## config.mk

```make
export PLATFORM = sky130hd
export DESIGN_NAME = vblank_scheduler
export DESIGN_NICKNAME = d
export VERILOG_FILES = /design/src/rtl/vblank_scheduler.sv
export SDC_FILE = /design/constraint.sdc
export NUM_CORES = 1
export LEC_CHECK = 0
export ABC_AREA = 1
export BUFFER_PORTS_ARGS = -buffer_cell sky130_fd_sc_hd__buf_2
export CORE_ASPECT_RATIO = 1.25
export CORE_MARGIN = 2
export CORE_UTILIZATION = 49
export CTS_CLUSTER_DIAMETER = 30
export DETAILED_ROUTE_END_ITERATION = 16
export PLACE_DENSITY = 0.71
export SLEW_MARGIN = 20
export SYNTH_ARGS = -nofsm -noshare
export SYNTH_HDL_FRONTEND = slang
export SYNTH_SLANG_ARGS = --single-unit
```

## constraint.sdc

```tcl
create_clock -name clk -period 2.2 [get_ports clk]
set_input_delay 0.55 -clock clk [delete_from_list [all_inputs] [get_ports clk]]
set_output_delay 0.55 -clock clk [all_outputs]
set_load 0.01 [all_outputs]
```

## src/rtl/vblank_scheduler.sv

```systemverilog
// Hands out game-state write slots to requesters during vertical blanking, one at a time,
// in ascending index order, with a per-grant timeout and preemption when active video begins.
module vblank_scheduler #(
  parameter int unsigned NUM_REQ  = 4,
  parameter int unsigned TIMEOUT  = 1024,
  parameter int unsigned VB_START = 516,
  parameter int unsigned VB_END   = 35
) (
  input  logic               clk,
  input  logic               reset,
  input  logic [9:0]         vCount,
  input  logic [NUM_REQ-1:0] req,
  input  logic [NUM_REQ-1:0] done,
  input  logic               err_clr,
  output logic [NUM_REQ-1:0] gnt,
  output logic               frame_tick,
  output logic               busy,
  output logic               overrun,
  output logic [NUM_REQ-1:0] timeout_err
);

  localparam int unsigned IdxW = (NUM_REQ > 1) ? $clog2(NUM_REQ) : 1;
  localparam int unsigned PtrW = $clog2(NUM_REQ) + 1;
  localparam int unsigned CntW = (TIMEOUT > 1) ? $clog2(TIMEOUT) : 1;

  localparam logic [9:0]      VbStart = 10'(VB_START);
  localparam logic [9:0]      VbEnd   = 10'(VB_END);
  localparam logic [CntW-1:0] CntMax  = CntW'(TIMEOUT - 1);

  typedef enum logic [1:0] {StActive, StScan, StGrant, StDone} state_e;

  state_e              state_q, state_d;
  logic                vb, vb_q, vb_prev_q, vb_rise;
  logic                frame_tick_q, overrun_q, overrun_d;
  logic [NUM_REQ-1:0]  pending_q, pending_d;
  logic [NUM_REQ-1:0]  timeout_err_q, timeout_err_d;
  logic [PtrW-1:0]     ptr_q, ptr_d;
  logic [CntW-1:0]     cnt_q, cnt_d;
  logic [IdxW-1:0]     idx_q, idx_d;
  logic                scan_found;
  logic [IdxW-1:0]     scan_idx;

  assign vb      = (vCount >= VbStart) || (vCount < VbEnd);
  assign vb_rise = vb_q & ~vb_prev_q;

  // Lowest pending index at or above ptr; ptr never wraps, so each requester is served once.
  always_comb begin
    scan_found = 1'b0;
    scan_idx   = '0;
    for (int i = NUM_REQ - 1; i >= 0; i--) begin
      if (pending_q[i] && (PtrW'(i) >= ptr_q)) begin
        scan_found = 1'b1;
        scan_idx   = IdxW'(i);
      end
    end
  end

  always_comb begin
    state_d       = state_q;
    pending_d     = pending_q;
    ptr_d         = ptr_q;
    cnt_d         = cnt_q;
    idx_d         = idx_q;
    overrun_d     = 1'b0;
    timeout_err_d = err_clr ? '0 : timeout_err_q;
    unique case (state_q)
      StActive: begin
        if (vb_rise) begin
          pending_d = req;
          ptr_d     = '0;
          state_d   = StScan;
        end
      end
      StScan: begin
        if (!vb_q) begin
          state_d = StActive;
        end else if (scan_found) begin
          idx_d   = scan_idx;
          cnt_d   = '0;
          state_d = StGrant;
        end else begin
          state_d = StDone;
        end
      end
      StGrant: begin
        if (!vb_q) begin
          overrun_d = 1'b1;
          state_d   = StActive;
        end else if (done[idx_q] || (cnt_q == CntMax)) begin
          // done outranks a coinciding timeout
          if (!done[idx_q]) timeout_err_d[idx_q] = 1'b1;
          pending_d[idx_q] = 1'b0;
          ptr_d            = PtrW'(idx_q) + PtrW'(1);
          state_d          = StScan;
        end else begin
          cnt_d = cnt_q + CntW'(1);
        end
      end
      StDone: begin
        if (!vb_q) state_d = StActive;
      end
      default: state_d = StActive;
    endcase
  end

  always_ff @(posedge clk or posedge reset) begin
    if (reset) begin
      state_q       <= StActive;
      vb_q          <= 1'b0;
      vb_prev_q     <= 1'b0;
      frame_tick_q  <= 1'b0;
      overrun_q     <= 1'b0;
      pending_q     <= '0;
      timeout_err_q <= '0;
      ptr_q         <= '0;
      cnt_q         <= '0;
      idx_q         <= '0;
    end else begin
      state_q       <= state_d;
      vb_q          <= vb;
      vb_prev_q     <= vb_q;
      frame_tick_q  <= vb_rise;
      overrun_q     <= overrun_d;
      pending_q     <= pending_d;
      timeout_err_q <= timeout_err_d;
      ptr_q         <= ptr_d;
      cnt_q         <= cnt_d;
      idx_q         <= idx_d;
    end
  end

  // Decoded from state so that reset removes the grant without a clock edge.
  always_comb begin
    gnt = '0;
    if (state_q == StGrant) gnt[idx_q] = 1'b1;
  end

  assign busy        = (state_q == StScan) || (state_q == StGrant);
  assign frame_tick  = frame_tick_q;
  assign overrun     = overrun_q;
  assign timeout_err = timeout_err_q;

endmodule
```

After elaboration in Yosys (flattened, before gate mapping)
Index checks and enable logic that the tools add are counted.

Flip-flop bits (word level): 29. Output and inout bits: 11. Logic and storage cells: 92.

$add $sub $neg: 2. Magnitude comparators: 8. Equality and inequality tests: 12. Multiplexer cells: 40. Bitwise logic cells: 5. Reductions and logical operators: 15.

Operators with widths (count): 10-bit two-way mux (4); 4-bit two-way mux (9); 10-bit one-hot mux with 2 select lines (1); 2-bit two-way mux (9); 2-bit != test, second input constant (7); 10-bit by 1-bit adder with 10-bit output, second input constant (1); 10-bit equality test, second input constant (1); 10-bit greater-or-equal comparator, second input constant (1); 10-bit by 6-bit less-than comparator with 1-bit output, second input constant (1); 1-bit two-way mux (9); 3-bit two-way mux (3); 2-bit one-hot mux with 4 select lines (1); 4-bit one-hot mux with 2 select lines (1); 1-bit by 3-bit greater-or-equal comparator with 1-bit output, first input constant (2); 2-bit by 3-bit greater-or-equal comparator with 1-bit output, first input constant (2); 3-bit one-hot mux with 2 select lines (1); 3-bit AND reduction (2); 1-bit logical AND (5); 5-bit AND reduction (1); 4-bit AND (1); 2-bit equality test, second input constant (2); 4-bit NOT (1); 4-bit OR (1); 4-bit AND reduction (1); 12 further kinds (15).

Depth between registers and ports, before layout
Depth in word-level cells: 9. Depth in mapped cells: 11.

Worst setup path before layout
No wires, ideal clock.

Path kind: register to output. Start point: register state_q[0]. End point: output port gnt[3]. Arrival time: 1.273 ns. Slack: 0.377 ns. Cell stages (with the launch flop): 8. Path buffers: 3. Cell sequence: dfrtp_1 -> inv_1 -> ha_1 -> buf_6 -> clkbuf_1 -> nand2_1 -> inv_1 -> buf_4.

Longest elaborated chain between the ends: 2.

RTL lines: from (decl) (line 32) `state_e state_q, state_d;`; from (signal assigned) (line 108) `state_q <= StActive;`; from (signal assigned) (line 119) `state_q <= state_d;`; 2-bit equality test (line 135) `if (state_q == StGrant) gnt[idx_q] = 1'b1;`; 4-bit two-way mux (line 135); to (decl) (line 15) `output logic [NUM_REQ-1:0] gnt,`.

No other way between the ends.

Worst setup path in the final report
Same ends and word-level chain as after synthesis.

==> results.txt <==
----------------------------------------------------
[Run status]
  Result of the run ... completed

[Clock tree]
  Cell at the root of the clock tree ... sky130_fd_sc_hd__clkbuf_8
  Clock tree from TritonCTS ... yes
  Clock Latency Late Sink ... around 0.27 ns
  Number of buffers added for setup after CTS ... 0
  Clock sink count ... 29
  Total CTS buffers ... 5
  Longest Clk Path Bufs ... 2
  Clock slew seen by the registers of the worst setup and hold paths ... approximately 0.06 ns
  Number of hold buffers added after CTS ... 0
  Number of H-tree levels ... 2
  Resized Gates After CTS ... 0

[Power and ir drop]
  Pwr per Cell Area ... ~990 mW/mm²
  IR Drop Worst-Case VDD ... between 0.6 and 0.7 mV
  P_leak ... roughly 0.0011 µW
  Final Total Pwr ... 2090 µW

[Logic synthesis]
  Post-synthesis xor/xnor area fraction ... 0.00471
  Count of different cell masters after synthesis ... 26
  Simple-gate share of the synthesized area ... 0.360
  Part of the Yosys area used for sequential elements ... 0.390
  Synth Area in Compound Gates ... 0.0881
  Combinational family with the most area after synthesis ... simple AND/OR/NAND/NOR gates
  Flops & latches, synth ... 29
  Instance count of the mapped netlist ... around 250
  Arithmetic-cell share of the synthesized area counting full adders, half adders and majority gates ... 0.0605
  Post-synthesis mux area share ... 0
  Number of synthesis warnings ... 0
  Syn nets ... ~280
  Synth area leaders ... sky130_fd_sc_hd__dfrtp_1, sky130_fd_sc_hd__nand2_1, sky130_fd_sc_hd__ha_1, sky130_fd_sc_hd__nand3_1, sky130_fd_sc_hd__inv_1
  Cell type with the highest aggregate area in the netlist ... sky130_fd_sc_hd__dfrtp_1
  Share of the synthesized area in the top cell type ... 0.390
  Combined area of all synthesized cells ... roughly 0.0019 mm²
  Avg Inst Size Synth ... 7.32 µm²

[STA]
  Slack of the critical path ... 0.134 ns
  Worst slew margin relative to its limit ... 0.750
  Final critical path time including I/O delays and setup ... 2.07 ns
  Number of max-slew violations in the final report ... 0
  Hold violation count in the final report ... 0
  Setup violation total in the final timing report ... 0
  Maximum achievable frequency ... 484 MHz
  Transition time at the pin with the least slew margin ... between 0.3 and 0.4 ns
  Setup repair after global routing missed its margin ... false
  Final worst-path cycle share ... 0.939
  Sum Neg Setup Slack ... 0 ns
  Worst clock skew ... roughly 0.0016 ns

[Floorplan]
  Die Span X ... just under 60 µm
  Total I/O pin count ... 32
  Die outline height ... approximately 73 µm
  Row count ... 25
  Die Footprint ... 0.00431 mm²
  Total core area ... around 0.0037 mm²
  Starting Density ... 0.500

[Critical path]
  Reg-to-Reg End ... cnt_q[6]$_DFFE_PP0P_
  Startpoint types ... flop
  Worst path bufs/invs ... 3
  Maximum cell stage delay along the critical path ... between 0.4 and 0.5 ns
  Nature of the critical path endpoint ... output pin
  Required @ worst endpoint ... about 1.7 ns
  Critical path class ... reg -> out
  Critical-path cell list ... inv_1 -> ha_1 -> nand2_1 -> inv_1 -> buf_2
  Largest driver fanout on the critical path ... 10
  Critical path's top delay family ... flip-flops
  Crit path DAT ... ~1.5 ns
  Worst r2r src ... state_q[0]$_DFFE_PP0P_
  Cell type of the slowest stage on the worst timing path ... sky130_fd_sc_hd__dfrtp_1
  R2R setup slack ... 0.28 ns
  Depth of the worst register-to-register path ... 9
  Dominant cell type by count on the critical path ... sky130_fd_sc_hd__inv_1

[Place]
  Post-placement worst setup slack ... between 0.2 and 0.3 ns
  Placed cells ... 321
  Number of port buffers ... 31
  Area after DPL ... between 0.002 and 0.0025 mm²
  HPWL after DPL ... approximately 3000 µm
  Final estimated routing congestion in global placement ... between 0.8 and 0.9

[Flow run]
  Max-capacitance violation count ... 0

[Layout]
  Final Instance Area ... 0.00211 mm²
  Synth-to-layout area growth ... 13.5%
  Fillcell total ... 378
  Number of antenna diodes ... 0
  Ratio of cells with drive above 1 in the final layout ... 0.208
  Commonest cells after routing, fill and taps aside ... sky130_fd_sc_hd__nand2_1, sky130_fd_sc_hd__buf_2, sky130_fd_sc_hd__inv_1, sky130_fd_sc_hd__dfrtp_1
  Sequential cell area ... around 730 µm²
  Most common library cell in the layout ignoring fill and taps ... sky130_fd_sc_hd__nand2_1
  Net count, final ... ~320
  Multi-input gate area in the final layout ... about 950 µm²
  Finished Layout Cells ... between 300 and 400

[Global routing]
  Global-route wire length before repair ... roughly 6700 µm
  Antenna violations before repair ... 0
  Overall Global Routing Usage ... 0.200
  Pin count of the biggest net entering global routing ... 30
  GRT Residual Overflow ... 0
  Number of global-route vias before repair ... 1,581

[Drt]
  Routed length per instance ... between 10 and 15 µm
  First DRT Iteration DRCs ... between 40 and 50
  Number of vias per cell after detailed routing ... between 5 and 6
  Detailed-route wire length ... roughly 3800 µm
  Remaining antenna violation count ... 0
  Number of vias in the routed layout ... 1,670
  Post-route DRC violation count ... 0
  First drt pass iteration count ... 4

[Min path]
  Worst Hold Class ... in -> async

----------------------------------------------------
==> cell families after synthesis <==
group / after synthesis
simple gates: 149
buf+inv: 39
flops: 29
compound gates: 27
fa+ha+maj: 9
xor+xnor: 1
==> worst max-delay path by stage <==
| stage | start | endpoint | slack, ns | cells after the start |
|---|---|---|---|---|
| after floorplan | state_q[0]$_DFFE_PP0P_ | gnt[3] | 0.38 | 7 |
| after CTS | state_q[0]$_DFFE_PP0P_ | gnt[3] | 0.13 | 5 |
| after global placement | state_q[0]$_DFFE_PP0P_ | cnt_q[9]$_DFFE_PP0P_ | 0.38 | 9 |
| after global routing | state_q[0]$_DFFE_PP0P_ | gnt[3] | 0.01 | 5 |
| final | state_q[0]$_DFFE_PP0P_ | gnt[3] | 0.13 | 5 |
| after detailed placement | state_q[0]$_DFFE_PP0P_ | cnt_q[6]$_DFFE_PP0P_ | 0.30 | 9 |
==> power by group <==
part | total, µW | internal (µW) | switching [µW]
Clock | 414 | 224 | 189
Sequential | 740 | 639 | 101
Combinational | 939 | 315 | 624
==> per-layer routing <==
| metal | global-route usage | vias up | wire (µm) |
|---|---|---|---|
| li1 | - | 863 | - |
| met1 | 0.239 | 779 | 1610 |
| met2 | 0.353 | 22 | 2070 |
| met3 | 0.0443 | 6 | 105 |
| met4 | 0.0631 | 0 | 44 |
| met5 | 0 | - | 0 |
==> worst register-to-register path, stage by stage, from the launching register on <==
cell	delay, ns
sky130_fd_sc_hd__dfrtp_1	0.40
sky130_fd_sc_hd__inv_1	0.08
sky130_fd_sc_hd__ha_1	0.33
sky130_fd_sc_hd__inv_2	0.10
sky130_fd_sc_hd__nor2_1	0.05
sky130_fd_sc_hd__or2_0	0.20
sky130_fd_sc_hd__nand2_1	0.27
sky130_fd_sc_hd__nand2_2	0.22
sky130_fd_sc_hd__nand2_1	0.10
sky130_fd_sc_hd__nand2_1	0.06
==> flip-flops by register name, indices dropped and copies added, names as in the netlist <==
signal       count
idx_q            2
cnt_q           10
state_q          2
pending_q        4
vb_q             1
timeout_err      4
overrun          1
frame_tick       1
vb_prev_q        1
ptr_q            3
==> final cells by class <==
| cell class | count | area share |
|---|---|---|
| Sequential cell | 29 | 0.344 |
| Tap cell | 40 | 0.0237 |
| Clock buffer | 8 | 0.0379 |
| Timing Repair Buffer | 35 | 0.0877 |
| Multi-Input combinational cell | 186 | 0.452 |
| Inverter | 31 | 0.0551 |
==> stage by stage <==
step,util,hold WS (ns)
floorplan,-,0.355
global placement,0.546,0.403
detailed placement,0.546,0.409
CTS,0.567,0.354
global route,0.567,0.378
finish,0.567,0.335
==> synthesized netlist by cell type <==
cell type                  count
sky130_fd_sc_hd__a21oi_1       7
sky130_fd_sc_hd__buf_4         3
sky130_fd_sc_hd__buf_6         3
sky130_fd_sc_hd__clkbuf_1      2
sky130_fd_sc_hd__dfrtp_1      29
sky130_fd_sc_hd__ha_1          9
sky130_fd_sc_hd__inv_1        29
sky130_fd_sc_hd__inv_2         2
sky130_fd_sc_hd__nand2_1      84
sky130_fd_sc_hd__nand2_2       6
sky130_fd_sc_hd__nand3_1      22
sky130_fd_sc_hd__nand3_2       1
sky130_fd_sc_hd__nand3_4       1
sky130_fd_sc_hd__nand3b_1      2
sky130_fd_sc_hd__nand4_1       3
sky130_fd_sc_hd__nor2_1       22
sky130_fd_sc_hd__nor2_2        1
sky130_fd_sc_hd__nor2_4        2
sky130_fd_sc_hd__nor3_1        1
sky130_fd_sc_hd__nor3b_1       3
sky130_fd_sc_hd__o21ai_0      11
sky130_fd_sc_hd__o21ai_1       1
sky130_fd_sc_hd__o21ai_2       7
sky130_fd_sc_hd__o21bai_1      1
sky130_fd_sc_hd__or2_0         1
sky130_fd_sc_hd__xor2_1        1
Note: power is estimated with default switching activity, not from simulation.
